## src/rtl/safety_monitor_pkg.sv

```systemverilog
// Shared definitions for the multi-channel safety monitor.
//   state_t : FSM state encoding, also driven out on sf_state_o
//   FILT_W  : width of the per-channel persistence counter
package safety_monitor_pkg;

  typedef enum logic [1:0] {
    ST_OK      = 2'd0,
    ST_FAULT   = 2'd1,
    ST_RECOVER = 2'd2
  } state_t;

  localparam int FILT_W = 4;

endpackage

```

## src/rtl/safety_monitor_filter.sv

```systemverilog
// Per-channel persistence filter. filt_o rises once raw_i has been seen
// high on FILTER_CYCLES consecutive edges, and drops on the first edge
// that sees raw_i low.
//   clk    : system clock, rising edge
//   rst_n  : asynchronous active-low reset
//   raw_i  : unmasked, active-high channel request
//   filt_o : registered, filtered fault indication
module safety_monitor_filter
  import safety_monitor_pkg::*;
#(
  parameter int FILTER_CYCLES = 2
) (
  input  logic clk,
  input  logic rst_n,
  input  logic raw_i,
  output logic filt_o
);

  localparam logic [FILT_W-1:0] CNT_MAX = FILT_W'(FILTER_CYCLES);

  logic [FILT_W-1:0] cnt_reg;
  logic [FILT_W-1:0] cnt_next;

  always_comb begin
    cnt_next = '0;
    if (raw_i) begin
      cnt_next = (cnt_reg == CNT_MAX) ? cnt_reg : cnt_reg + 1'b1;
    end
  end

  // filt is derived from the counter value being loaded, so it rises on
  // the same edge the counter reaches FILTER_CYCLES.
  always_ff @(posedge clk or negedge rst_n) begin
    if (!rst_n) begin
      cnt_reg <= '0;
      filt_o  <= 1'b0;
    end else begin
      cnt_reg <= cnt_next;
      filt_o  <= (cnt_next == CNT_MAX);
    end
  end

endmodule

```

## src/rtl/safety_monitor_mc.sv

```systemverilog
// Multi-channel safety monitor. Masks and filters NUM_ALARMS active-low
// alarm lines, then drives a sticky SoC alarm with first-fault capture,
// a sticky per-channel error code, a saturating fault counter and a
// software clear followed by a recovery hold-off.
//   clk, rst_n       : clock, asynchronous active-low reset
//   alarm_in_n       : alarm lines, active-low, synchronous to clk
//   alarm_mask       : 1 = channel ignored
//   clear_i          : single-cycle clear request
//   sf_error_alarm_o : SoC error alarm, active-low, sticky
//   sf_error_code_o  : channels that faulted since the last accepted clear
//   sf_first_fault_o : lowest faulting channel on the last FAULT entry
//   sf_first_valid_o : sf_first_fault_o is valid
//   sf_fault_cnt_o   : FAULT entries since reset, saturating
//   sf_state_o       : 0 OK, 1 FAULT, 2 RECOVER
module safety_monitor_mc
  import safety_monitor_pkg::*;
#(
  parameter int NUM_ALARMS     = 5,
  parameter int FILTER_CYCLES  = 2,
  parameter int HOLDOFF_CYCLES = 4,
  parameter int CNT_W          = 4,
  parameter int IDX_W          = (NUM_ALARMS > 1) ? $clog2(NUM_ALARMS) : 1
) (
  input  logic                  clk,
  input  logic                  rst_n,
  input  logic [NUM_ALARMS-1:0] alarm_in_n,
  input  logic [NUM_ALARMS-1:0] alarm_mask,
  input  logic                  clear_i,
  output logic                  sf_error_alarm_o,
  output logic [NUM_ALARMS-1:0] sf_error_code_o,
  output logic [IDX_W-1:0]      sf_first_fault_o,
  output logic                  sf_first_valid_o,
  output logic [CNT_W-1:0]      sf_fault_cnt_o,
  output logic [1:0]            sf_state_o
);

  localparam logic [7:0] HOLD_LOAD = 8'(HOLDOFF_CYCLES - 1);

  logic [NUM_ALARMS-1:0] raw;
  logic [NUM_ALARMS-1:0] filt;
  logic                  any_filt;
  logic [IDX_W-1:0]      first_idx;

  assign raw      = ~alarm_in_n & ~alarm_mask;
  assign any_filt = |filt;

  genvar gi;
  generate
    for (gi = 0; gi < NUM_ALARMS; gi++) begin : g_filt
      safety_monitor_filter #(
        .FILTER_CYCLES(FILTER_CYCLES)
      ) u_filt (
        .clk   (clk),
        .rst_n (rst_n),
        .raw_i (raw[gi]),
        .filt_o(filt[gi])
      );
    end
  endgenerate

  // Priority encoder: scanning downwards leaves the lowest set index.
  always_comb begin
    first_idx = '0;
    for (int i = NUM_ALARMS - 1; i >= 0; i--) begin
      if (filt[i]) first_idx = IDX_W'(i);
    end
  end

  state_t                state_reg, state_next;
  logic [7:0]            hold_reg, hold_next;
  logic                  alarm_reg, alarm_next;
  logic [NUM_ALARMS-1:0] code_reg, code_next;
  logic [IDX_W-1:0]      first_reg, first_next;
  logic                  valid_reg, valid_next;
  logic [CNT_W-1:0]      cnt_reg, cnt_next;

  always_ff @(posedge clk or negedge rst_n) begin
    if (!rst_n) begin
      state_reg <= ST_OK;
      hold_reg  <= '0;
      alarm_reg <= 1'b1;
      code_reg  <= '0;
      first_reg <= '0;
      valid_reg <= 1'b0;
      cnt_reg   <= '0;
    end else begin
      state_reg <= state_next;
      hold_reg  <= hold_next;
      alarm_reg <= alarm_next;
      code_reg  <= code_next;
      first_reg <= first_next;
      valid_reg <= valid_next;
      cnt_reg   <= cnt_next;
    end
  end

  always_comb begin
    state_next = state_reg;
    hold_next  = hold_reg;
    alarm_next = alarm_reg;
    code_next  = code_reg | filt;
    first_next = first_reg;
    valid_next = valid_reg;
    cnt_next   = cnt_reg;

    unique case (state_reg)
      ST_OK, ST_RECOVER: begin
        if (any_filt) begin
          // Fault entry: capture and count, from OK or during hold-off.
          state_next = ST_FAULT;
          alarm_next = 1'b0;
          first_next = first_idx;
          valid_next = 1'b1;
          if (cnt_reg != '1) cnt_next = cnt_reg + 1'b1;
        end else if (state_reg == ST_RECOVER) begin
          if (hold_reg == 8'd0) begin
            state_next = ST_OK;
            alarm_next = 1'b1;
          end else begin
            hold_next = hold_reg - 8'd1;
          end
        end
      end
      ST_FAULT: begin
        // A still-active fault takes precedence over the clear request.
        if (clear_i && !any_filt) begin
          state_next = ST_RECOVER;
          hold_next  = HOLD_LOAD;
          code_next  = filt;
          valid_next = 1'b0;
        end
      end
      default: state_next = ST_OK;
    endcase
  end

  assign sf_error_alarm_o = alarm_reg;
  assign sf_error_code_o  = code_reg;
  assign sf_first_fault_o = first_reg;
  assign sf_first_valid_o = valid_reg;
  assign sf_fault_cnt_o   = cnt_reg;
  assign sf_state_o       = state_reg;

endmodule

```

## config.mk

```make
export PLATFORM = sky130hd
export DESIGN_NAME = safety_monitor_mc
export DESIGN_NICKNAME = d
export VERILOG_FILES = /design/src/rtl/safety_monitor_pkg.sv /design/src/rtl/safety_monitor_filter.sv /design/src/rtl/safety_monitor_mc.sv
export SDC_FILE = /design/constraint.sdc
export NUM_CORES = 1
export LEC_CHECK = 0
export CAP_MARGIN = 25
export CELL_PAD_IN_SITES_DETAIL_PLACEMENT = 0
export CELL_PAD_IN_SITES_GLOBAL_PLACEMENT = 1
export CORE_MARGIN = 3
export CORE_UTILIZATION = 39
export DETAILED_ROUTE_END_ITERATION = 6
export PLACE_DENSITY = 0.72
export REMOVE_ABC_BUFFERS = 1
export SYNTH_ARGS = -nofsm -noshare
export SYNTH_HDL_FRONTEND = slang
export SYNTH_SLANG_ARGS = --single-unit
```

## constraint.sdc

```tcl
create_clock -name clk -period 1.95 [get_ports clk]
set_clock_uncertainty 0.2 [all_clocks]
set_input_delay 0.195 -clock clk [delete_from_list [all_inputs] [get_ports clk]]
set_output_delay 0.195 -clock clk [all_outputs]
set_load 0.01 [all_outputs]
```

==> results_dict.tcl <==
set metrics [dict create \
    drcViolationCount 0 \
    antenna_left 0 \
    grt_usage_pct 13.2 \
    synth-warning-count 0 \
    synth-main-ff-cell "dfrtp_1" \
    yosysUniqueCellTypes 37 \
    period_share_pct 102 \
    critPathMaxFanout 5 \
    drive_above_1_share_pct 16.7 \
    use_met3_pct 3.37 \
    timing.final.ws_setup_ns -0.0379 \
    nNetsFinal 301 \
    coreArea_um2 5640 \
    fp.dieH_um 83.4 \
    clk_pin_slew_worst_paths_ns 0.08 \
    worst_pin_slew_ns 0.392 \
    cts_htree_levels 2 \
    drv_slew 0 \
    synth_edf_count 0 \
    worst_ep_required_time_ns 1.94 \
    max_freq_mhz 503 \
    relSlewSlack_pct 73.8 \
    rows 27 \
    crit_path_end_kind "flop" \
    cts_tree "built" \
    rsz0062_at_grt "true" \
    failed_checks "setup timing" \
    hold_viol 0 \
    grt_pass1_vias 1687 \
    hold_ws_ns 0.150 \
    die_w_um 83.4 \
    hp-class "in -> async" \
    maxCapViolCount 0 \
    ys_seq_area_share_pct 52.5 \
    netlist_instances 218 \
    clk_path_buf_depth 2 \
    insertion_delay_ns 0.29 \
    synthArstFlopShare_pct 100 \
    post-dp-hpwl_um 3380 \
    n_antenna_cell 0 \
    portBuffers 28 \
    wl_um 4500 \
    syn-cell-area_um2 2340 \
    drt_pass1_iterations 4 \
    synth.avg_cell_area_um2 10.7 \
    setup_tns_ns -0.100 \
    dieArea_um2 6960 \
    clock-sinks 49 \
    power.density_nw_per_um2 1110 \
    fin_cells 348 \
    peakVddDrop_mv 0.564 \
    finalSetupViolCount 4 \
    dpl.cell_count 333 \
    start_util_pct 41.4 \
    grt_start_max_net_pins 22 \
    power_leakage_nw 1.41 \
    numCtsBuffers 5 \
    vias 1768 \
    grt_pass1_wl_um 7530 \
    io_pins 29 \
    drt_iter0_markers 61 \
    area_growth_pct 30.5 \
    overflow 0 \
    antenna_found_initial 0 \
    fin_util_pct 54.1 \
    largest_reg_flops 20 \
    path_class "reg -> reg" \
    vias_per_cell 5.08 \
    use_met2_pct 21.6 \
    ys_seq_elements 49 \
    clockRootBuffer "clkbuf_8" \
    top_usage_layer "met2" \
    critPathLaunchType "flop" \
    wl_per_cell_um 12.9 \
    status "finished with violations" \
    gp_congestion 0.752 \
    fin_crit_ns 1.99 \
    grt_util_met1_pct 17.2 \
    cp.arrival_ns 1.98 \
    ff2ff_setup_slack_ns -0.04 \
]
## critical path: stages, from the launching register on
cell,delay (ns)
dfrtp_1,0.39
or4_4,0.56
or4_4,0.55
a21o_1,0.20
## power breakdown
part | total [mW] | switching [mW] | internal (mW) | leakage, nW
combinational | 1.19 | 0.532 | 0.654 | 0.711
clock | 0.730 | 0.312 | 0.418 | 0.0585
sequential | 1.48 | 0.231 | 1.25 | 0.641
## routing by layer
layer	part of all wire, %	wire [um]
met1	47	2120
met2	48	2150
met3	4.0	181
met4	1.2	52
met5	0	0
## final timing paths
kind | depth (start not counted) | to | from
min in group clk | 1 | sf_first_valid_o | sf_first_valid_o
max in group asynchronous | 3 | g_filt[2].u_filt.cnt_reg[2] | rst_n
worst max-delay path | 3 | sf_error_code_o[1] | g_filt[3].u_filt.filt_o
worst min-delay path | 2 | hold_reg[6] | rst_n
worst min register to register | 1 | sf_first_valid_o | sf_first_valid_o
worst max register to register | 3 | sf_error_code_o[1] | g_filt[3].u_filt.filt_o
## area by class of cell
type / instances / area [um^2]
clock buffer: 7 / 86.3
clock inverter: 1 / 30.0
fill: 510 / 2590
inverter: 11 / 41.3
multi-input combinational: 157 / 1110
sequential: 49 / 1230
tap: 72 / 90.1
timing repair buffer: 51 / 467
## placed cells by master, fill, tap and decap left out, types with 9 or more instances in the layout
| master | instances |
|---|---|
| a21oi_1 | 14 |
| ha_1 | 13 |
| nor2_1 | 15 |
| buf_4 | 20 |
| clkdlybuf4s50_1 | 27 |
| inv_1 | 11 |
| nor2b_1 | 9 |
| nor3_1 | 18 |
| dfrtp_1 | 48 |
| nand2_1 | 10 |
## through the flow
step	setup slack [ns]	total power [mW]	area [um^2]
5_1_grt	-0.0882	3.63	3050
4_1_cts	-0.0365	3.35	2960
3_5_place_dp	-0.0831	2.60	2830
2_1_floorplan	-0.0506	2.00	2320
6_report	-0.0379	3.40	3050
3_3_place_gp	-0.0500	2.60	2830
## synthesized netlist by cell type, types with 2 or more instances
cell type / count / area, um^2
nor3b_1: 2 / 15.0
nand2b_1: 8 / 50.1
a21oi_1: 15 / 75.1
dfrtp_1: 48 / 1200
nand2_1: 11 / 41.3
nor4_2: 2 / 25.0
nand4b_1: 3 / 26.3
nor2b_1: 9 / 56.3
mux2i_1: 4 / 40.0
xor2_1: 5 / 43.8
nand3_1: 9 / 45.0
inv_1: 11 / 41.3
xnor2_1: 6 / 52.6
o31ai_1: 2 / 15.0
nand4_1: 6 / 37.5
mux2_2: 3 / 33.8
a211oi_1: 2 / 15.0
ha_1: 13 / 163
or4_4: 2 / 22.5
a21o_1: 4 / 30.0
nor2_1: 15 / 56.3
and2_1: 3 / 18.8
a31oi_1: 3 / 18.8
nor4b_1: 2 / 17.5
nor3_1: 18 / 90.1
## cells by family after synthesis
logic type,count (synthesis),synth area share [%]
and+or+nand+nor,95,23.0
DFF,49,52.5
muxes,7,3.16
adders and majority gates,13,6.96
AOI/OAI and AO/OA,30,7.82
xor gates and xnor gates,11,4.12
buffers and inverters,13,2.41
## what timing repair did
action / in CTS / in global routing
setup endpoints to repair: 10 / 12
resized for setup: 1 / 10
pin swaps: 1 / 9
gates cloned: 0 / 1
buffers inserted: 0 / 5
hold buffers: 1 / 0
endpoints found under the hold margin: 49 / 0
Note: power is estimated with default switching activity, not from simulation.
